$ cat config.mk
export PLATFORM = sky130hd
export DESIGN_NAME = cdb_mem_responder
export DESIGN_NICKNAME = d
export VERILOG_FILES = /design/src/rtl/cdb_pkg.sv /design/src/rtl/cdb_line_buffer.sv /design/src/rtl/cdb_mem_responder.sv
export SDC_FILE = /design/constraint.sdc
export NUM_CORES = 2
export LEC_CHECK = 0
export ABC_AREA = 1
export CAP_MARGIN = 30
export CELL_PAD_IN_SITES_DETAIL_PLACEMENT = 1
export CELL_PAD_IN_SITES_GLOBAL_PLACEMENT = 2
export CORE_AREA = 2 2 500 502
export CTS_BUF_LIST = sky130_fd_sc_hd__clkbuf_8
export DETAILED_ROUTE_END_ITERATION = 8
export DIE_AREA = 0 0 502 504
export MAX_ROUTING_LAYER = met4
export PLACE_DENSITY = 0.6
export RECOVER_POWER = 100
export REMOVE_ABC_BUFFERS = 1
export SYNTH_ARGS = -nofsm -noshare
export SYNTH_HDL_FRONTEND = slang
export SYNTH_SLANG_ARGS = --single-unit
$ cat constraint.sdc
create_clock -name clk -period 18.85 [get_ports clk]
set_clock_uncertainty 0.2 [all_clocks]
set_input_delay 1.885 -clock clk [delete_from_list [all_inputs] [get_ports clk]]
set_output_delay 1.885 -clock clk [all_outputs]
set_load 0.01 [all_outputs]
$ cat src/rtl/cdb_pkg.sv
`default_nettype none
// ============================================================================
// Module   : cdb_pkg
// Brief    : Shared encodings and constants for the common-data-bus memory
//            responder.
// Revision : 1.0 - initial release
// ============================================================================
package cdb_pkg;

    typedef enum logic [1:0] {
        OP_NOP   = 2'b00,
        OP_READ  = 2'b01,
        OP_RSVD  = 2'b10,
        OP_WRITE = 2'b11
    } cdb_op_e;

    // ST_WR_DONE holds the one-cycle write tx_done, so tx_done never shows in IDLE.
    typedef enum logic [2:0] {
        ST_IDLE    = 3'd0,
        ST_RD_REQ  = 3'd1,
        ST_RD_WAIT = 3'd2,
        ST_RD_STRM = 3'd3,
        ST_WR_CAP  = 3'd4,
        ST_WR_REQ  = 3'd5,
        ST_WR_WAIT = 3'd6,
        ST_WR_DONE = 3'd7
    } rsp_state_e;

    localparam int LINE_WORDS      = 16;
    localparam int C_LINE_OFF_BITS = 6;
    localparam logic [C_LINE_OFF_BITS-1:0] C_LINE_OFF_MASK = '1;

endpackage
`default_nettype wire

$ cat src/rtl/cdb_line_buffer.sv
`default_nettype none
// ============================================================================
// Module   : cdb_line_buffer
// Brief    : LINE_WORDS x WORD_W line staging store with per-word write,
//            full-line load, full-line read and indexed word read.
// Revision : 1.0 - initial release
// ============================================================================
module cdb_line_buffer #(
    parameter int WORD_W     = 32,
    parameter int LINE_WORDS = 16,
    parameter int IDX_W      = $clog2(LINE_WORDS)
) (
    input  logic                         clk,
    input  logic                         rst,
    input  logic                         i_wr_en,
    input  logic [IDX_W-1:0]             i_wr_idx,
    input  logic [WORD_W-1:0]            i_wr_data,
    input  logic                         i_load_en,
    input  logic [WORD_W*LINE_WORDS-1:0] i_load_data,
    input  logic [IDX_W-1:0]             i_rd_idx,
    output logic [WORD_W*LINE_WORDS-1:0] o_line,
    output logic [WORD_W-1:0]            o_rd_word
);
    import cdb_pkg::*;

    // Word 0 sits in the least-significant slice of the flattened line.
    logic [LINE_WORDS-1:0][WORD_W-1:0] r_mem;

    always_ff @(posedge clk or posedge rst) begin
        if (rst) begin
            r_mem <= '0;
        end else if (i_load_en) begin
            r_mem <= i_load_data;
        end else if (i_wr_en) begin
            r_mem[i_wr_idx] <= i_wr_data;
        end
    end

    assign o_line    = r_mem;
    assign o_rd_word = r_mem[i_rd_idx];

endmodule
`default_nettype wire

$ cat src/rtl/cdb_mem_responder.sv
`default_nettype none
// ============================================================================
// Module   : cdb_mem_responder
// Brief    : Memory-side responder servicing CPU line READ/WRITE commands
//            against a 512-bit host line interface.
// Revision : 1.0 - initial release
// ============================================================================
module cdb_mem_responder #(
    parameter int ADDR_W     = 64,
    parameter int WORD_W     = 32,
    parameter int LINE_WORDS = 16
) (
    input  logic                         clk,
    input  logic                         rst,
    input  logic [1:0]                   op,
    input  logic [ADDR_W-1:0]            io_address,
    input  logic [WORD_W-1:0]            cdb_from_cpu,
    output logic [WORD_W-1:0]            cdb_to_cpu,
    output logic                         rd_valid,
    output logic                         tx_done,
    output logic                         host_rd_req,
    output logic [ADDR_W-1:0]            host_rd_addr,
    input  logic                         host_rd_valid,
    input  logic [WORD_W*LINE_WORDS-1:0] host_rd_data,
    output logic                         host_wr_req,
    output logic [ADDR_W-1:0]            host_wr_addr,
    output logic [WORD_W*LINE_WORDS-1:0] host_wr_data,
    input  logic                         host_wr_ack
);
    import cdb_pkg::*;

    localparam int                  CNT_W        = $clog2(LINE_WORDS);
    localparam logic [CNT_W-1:0]    C_LAST_IDX   = CNT_W'(LINE_WORDS - 1);
    localparam logic [ADDR_W-1:0]   C_ALIGN_MASK = ~ADDR_W'(C_LINE_OFF_MASK);

    rsp_state_e          r_state;
    logic [CNT_W-1:0]    r_cnt;
    logic [ADDR_W-1:0]   r_addr;

    logic                w_last;
    logic                w_buf_wr_en;
    logic                w_buf_load;
    logic [WORD_W-1:0]   w_rd_word;

    assign w_last      = (r_cnt == C_LAST_IDX);
    assign w_buf_wr_en = (r_state == ST_WR_CAP);
    assign w_buf_load  = (r_state == ST_RD_WAIT) && host_rd_valid;

    always_ff @(posedge clk or posedge rst) begin
        if (rst) begin
            r_state <= ST_IDLE;
            r_cnt   <= '0;
            r_addr  <= '0;
        end else begin
            case (r_state)
                ST_IDLE: begin
                    if (op == OP_READ) begin
                        r_addr  <= io_address;
                        r_state <= ST_RD_REQ;
                    end else if (op == OP_WRITE) begin
                        r_addr  <= io_address;
                        r_cnt   <= '0;
                        r_state <= ST_WR_CAP;
                    end
                end
                ST_RD_REQ:  r_state <= ST_RD_WAIT;
                ST_RD_WAIT: begin
                    if (host_rd_valid) begin
                        r_cnt   <= '0;
                        r_state <= ST_RD_STRM;
                    end
                end
                ST_RD_STRM: begin
                    r_cnt <= r_cnt + 1'b1;
                    if (w_last) r_state <= ST_IDLE;
                end
                ST_WR_CAP: begin
                    r_cnt <= r_cnt + 1'b1;
                    if (w_last) r_state <= ST_WR_REQ;
                end
                ST_WR_REQ:  r_state <= ST_WR_WAIT;
                ST_WR_WAIT: begin
                    if (host_wr_ack) r_state <= ST_WR_DONE;
                end
                ST_WR_DONE: r_state <= ST_IDLE;
                default:    r_state <= ST_IDLE;
            endcase
        end
    end

    cdb_line_buffer #(
        .WORD_W     (WORD_W),
        .LINE_WORDS (LINE_WORDS),
        .IDX_W      (CNT_W)
    ) u_line_buffer (
        .clk         (clk),
        .rst         (rst),
        .i_wr_en     (w_buf_wr_en),
        .i_wr_idx    (r_cnt),
        .i_wr_data   (cdb_from_cpu),
        .i_load_en   (w_buf_load),
        .i_load_data (host_rd_data),
        .i_rd_idx    (r_cnt),
        .o_line      (host_wr_data),
        .o_rd_word   (w_rd_word)
    );

    // Every output is a decode of registered state, so async reset clears them at once.
    assign rd_valid     = (r_state == ST_RD_STRM);
    assign cdb_to_cpu   = rd_valid ? w_rd_word : '0;
    assign tx_done      = (rd_valid && w_last) || (r_state == ST_WR_DONE);
    assign host_rd_req  = (r_state == ST_RD_REQ);
    assign host_wr_req  = (r_state == ST_WR_REQ);
    assign host_rd_addr = r_addr & C_ALIGN_MASK;
    assign host_wr_addr = r_addr & C_ALIGN_MASK;

endmodule
`default_nettype wire

==> summary.txt <==
Worst setup path
  • R2R depth: 12
  • Crit path kind: input pin to flip-flop
  • CP max FO: 66
  • Critical R2R Capture: u_line_buffer.o_line[287]
  • Startpoint types: input pin
  • Worst setup EP type: flip-flop
  • Crit path largest cell delay: 2.84 ns
  • Req. time, crit path: 19.38 ns
  • R2r setup slk: 7.36 ns
  • Crit-path slowest cell: clkbuf_1
  • Reg-to-reg startpoint: r_state[0]
  • Arrival time at the worst endpoint: 12.69 ns
  • Crit-path cells: dlygate4sd3_1 -> nand2_1 -> clkinvlp_2 -> clkbuf_1 -> clkbuf_1 -> nor2_4 -> buf_4 -> nand2_1 -> nand3_1

Global route
  • Initial antenna violation count: 93
  • Largest net degree at the start of global routing: 118
  • GRT Resource Usage Total: 22.7%
  • Total grt overflow: 0
  • Vias in the first global route: 39500
  • First-pass GRT wire length: 376000 um

Place
  • Post-detail-place hpwl: 216000 um
  • IO buf count: 1271
  • Gpl congestion: 0.861
  • Pre-CTS WS: 12.26 ns

Clocking
  • Num CTS Buffers: 130
  • Root buffer cell: clkbuf_8
  • Clk_lat worst skew: 0.87 ns
  • Post-CTS Setup Bufs: 0
  • Clock Tree Buf Depth: 3
  • Post-cts hold buffer count: 0
  • CTS resizes: 0
  • Clock sinks: 577
  • Clock transition at path regs: 0.06 ns
  • CTS tree: done
  • H-tree lvl count: 4

Floorplan
  • Die area: 253000 um2
  • Die height: 504 um
  • Core area: 248000 um2
  • I/O pins: 1290
  • Num rows: 183
  • Die Span X: 502 um
  • Initial Util: 13.0%

Worst hold path
  • HP Start: u_line_buffer.o_line[4]
  • Min-delay worst type: flip-flop to flip-flop
  • WHS Endpoint: u_line_buffer.o_line[4]
  • Worst hold path depth: 2

STA
  • Final hold vios: 0
  • Final setup viols: 0
  • Worst slew pin tran: 5.51 ns
  • Setup WS post-layout: 6.69 ns
  • Worst Hold Slack: 0.304 ns
  • Fin crit period: 12.16 ns
  • Unrepaired setup endpoints after global routing: no
  • Max Freq: 82.2 MHz
  • Final Slew Violations: 1270
  • Max-slew headroom: -267%
  • TNS Setup: 0 ns
  • Period utilization: 64.5%

Synthesis
  • Post-synth top area share: 44.8%
  • Synth area leaders: dfrtp_1, nand2_1, nand3_1
  • Yosys cell types: 29
  • Register area share after synthesis: 44.8%
  • Yosys reg bits: 577
  • Mapped cell area: 32200 um2
  • Post-synth top area cell: dfrtp_1
  • Synth warn: 0
  • Gate Count Post-Synth: 4530
  • Synth Area per Inst: 7.11 um2

Power
  • Pwr dens: 170 nW/um2
  • Max rail drop VDD: 0.0560 mV
  • Psw: 4240 uW
  • P_leak: 0.0238 uW
  • Gate power share: 53.8%
  • Switching Share: 48.9%
  • Flop pwr share: 28.6%
  • Clock power frac: 17.6%
  • Internal power: 4430 uW

Run
  • Max cap viols: 36

Layout
  • Layout cells sized above 1: 6.17%
  • Filler instances: 29900
  • Nets: 6323
  • P&R area growth vs syn: 58.3%

Drt
  • TritonRoute pass-1 iters: 7
  • Vias per Instance: 4.11
  • Routed length per placed instance: 31.3 um
  • ANT nets after route: 0
  • 1st-iter DRT viols: 2592
  • DRT Wirelength: 288000 um
  • Routed via count: 37700
  • DRC: 0

Outcome
  • Failing checks: max-capacitance violations, max-slew violations
  • Status: finished with violations
==> state kept, by name, indices dropped and copies added, names as in the netlist <==
register and cells:
r_addr 58, r_cnt 4, r_state 3, u_line_buffer.o_line 512
==> critical path, delay by kind of cell <==
family / cells / cell delay, ns
simple gates: 4 / 2.33
buf+inv: 5 / 8.10
==> area by class of cell <==
| type | instances | area [um2] | area share [%] |
|---|---|---|---|
| tap | 3330 | 4170 | 8.17 |
| inverter | 575 | 2180 | 4.27 |
| timing repair buffer | 1362 | 13500 | 26.5 |
| antenna | 55 | 138 | 0.270 |
| sequential | 577 | 14400 | 28.3 |
| clock buffer | 156 | 2150 | 4.21 |
| multi-input combinational | 3054 | 14000 | 27.4 |
| clock inverter | 62 | 437 | 0.856 |
==> metrics by stage <==
stage	total power (uW)	area, um2	cells	util, %
finish	8660	51000	9171	20.6
global route	9230	51000	9155	20.6
CTS	9070	51200	9116	20.7
detailed placement	7470	48600	8898	19.6
global placement	7400	48300	8886	19.5
floorplan	4310	30500	4206	-
==> cell usage after synthesis <==
master / count
a21boi_0: 1
buf_1: 25
buf_2: 143
buf_4: 73
buf_6: 2
clkbuf_1: 92
clkinv_1: 26
conb_1: 1
dfrtp_1: 577
ha_1: 9
inv_1: 536
inv_2: 13
mux2_1: 11
mux2_2: 47
nand2_1: 2063
nand2_2: 18
nand2_4: 4
nand3_1: 549
nand4_1: 1
nor2_1: 80
nor2_2: 12
nor3_2: 8
nor3_4: 4
o211ai_1: 86
o211ai_2: 10
o21ai_0: 9
o221ai_1: 128
or2_2: 1
xor2_1: 1
==> logic make-up after synthesis <==
logic type	synth area share, %
AOI/OAI and AO/OA	6.03
adders and majority gates	0.349
other	0.0116
muxes	2.03
DFF	44.8
xor gates and xnor gates	0.0272
buffers and inverters	12.1
and+or+nand+nor	34.7
==> placed cells by master (no fill, tap or decap), types with 5 or more instances in the layout <==
master           synthesis  final
dfrtp_1                577    575
clkbuf_1                92     28
buf_4                   73     51
inv_1                  536    573
nor2_4                   0      5
ha_1                     9      9
nand3_1                549    549
clkinv_1                26     26
diode_2                  0     55
nor3_4                   4      9
o21ai_0                  9      9
o211ai_1                86     94
clkbuf_8                 0    156
nand2_1               2063   2055
nand2_2                 18     19
buf_16                   0      6
nor2_1                  80     86
clkdlybuf4s50_1          0    611
mux2_2                  47     47
mux2_1                  11     11
nand2_4                  4     11
clkinv_2                 0      7
buf_12                   0      6
o221ai_1               128    128
inv_2                   13      8
conb_1                   1     12
dlygate4sd3_1            0    660
==> per-layer routing <==
layer | routed length [um] | up-vias | share of wire (%) | GRT usage [%]
met4 | 10200 | 0 | 3.5 | 7.38
li1 | - | 16500 | - | -
met5 | 0 | - | 0 | -
met2 | 138000 | 1654 | 48 | 37.6
met1 | 116000 | 19100 | 40 | 26.5
met3 | 22700 | 404 | 7.9 | 6.02
==> power groups by stage <==
stage | combinational [uW] | clock, uW | sequential [uW]
6_report | 4660 | 1520 | 2480
5_1_grt | 5060 | 1630 | 2550
3_3_place_gp | 4900 | 0 | 2500
4_1_cts | 4980 | 1580 | 2510
3_5_place_dp | 4950 | 0 | 2520
2_1_floorplan | 1720 | 0 | 2590
==> worst max path at each step <==
stage / from / end / slack, ns / cells after the start
finish: host_rd_valid / u_line_buffer.o_line[287] / 6.69 / 9
CTS: r_cnt[0] / cdb_to_cpu[8] / 11.47 / 11
global placement: rst / u_line_buffer.o_line[118] / 12.28 / 6
detailed placement: rst / u_line_buffer.o_line[118] / 12.26 / 6
global route: host_rd_valid / u_line_buffer.o_line[241] / 5.85 / 7
floorplan: rst / r_addr[10] / 0.62 / 1
Note: power is estimated with default switching activity, not from simulation.
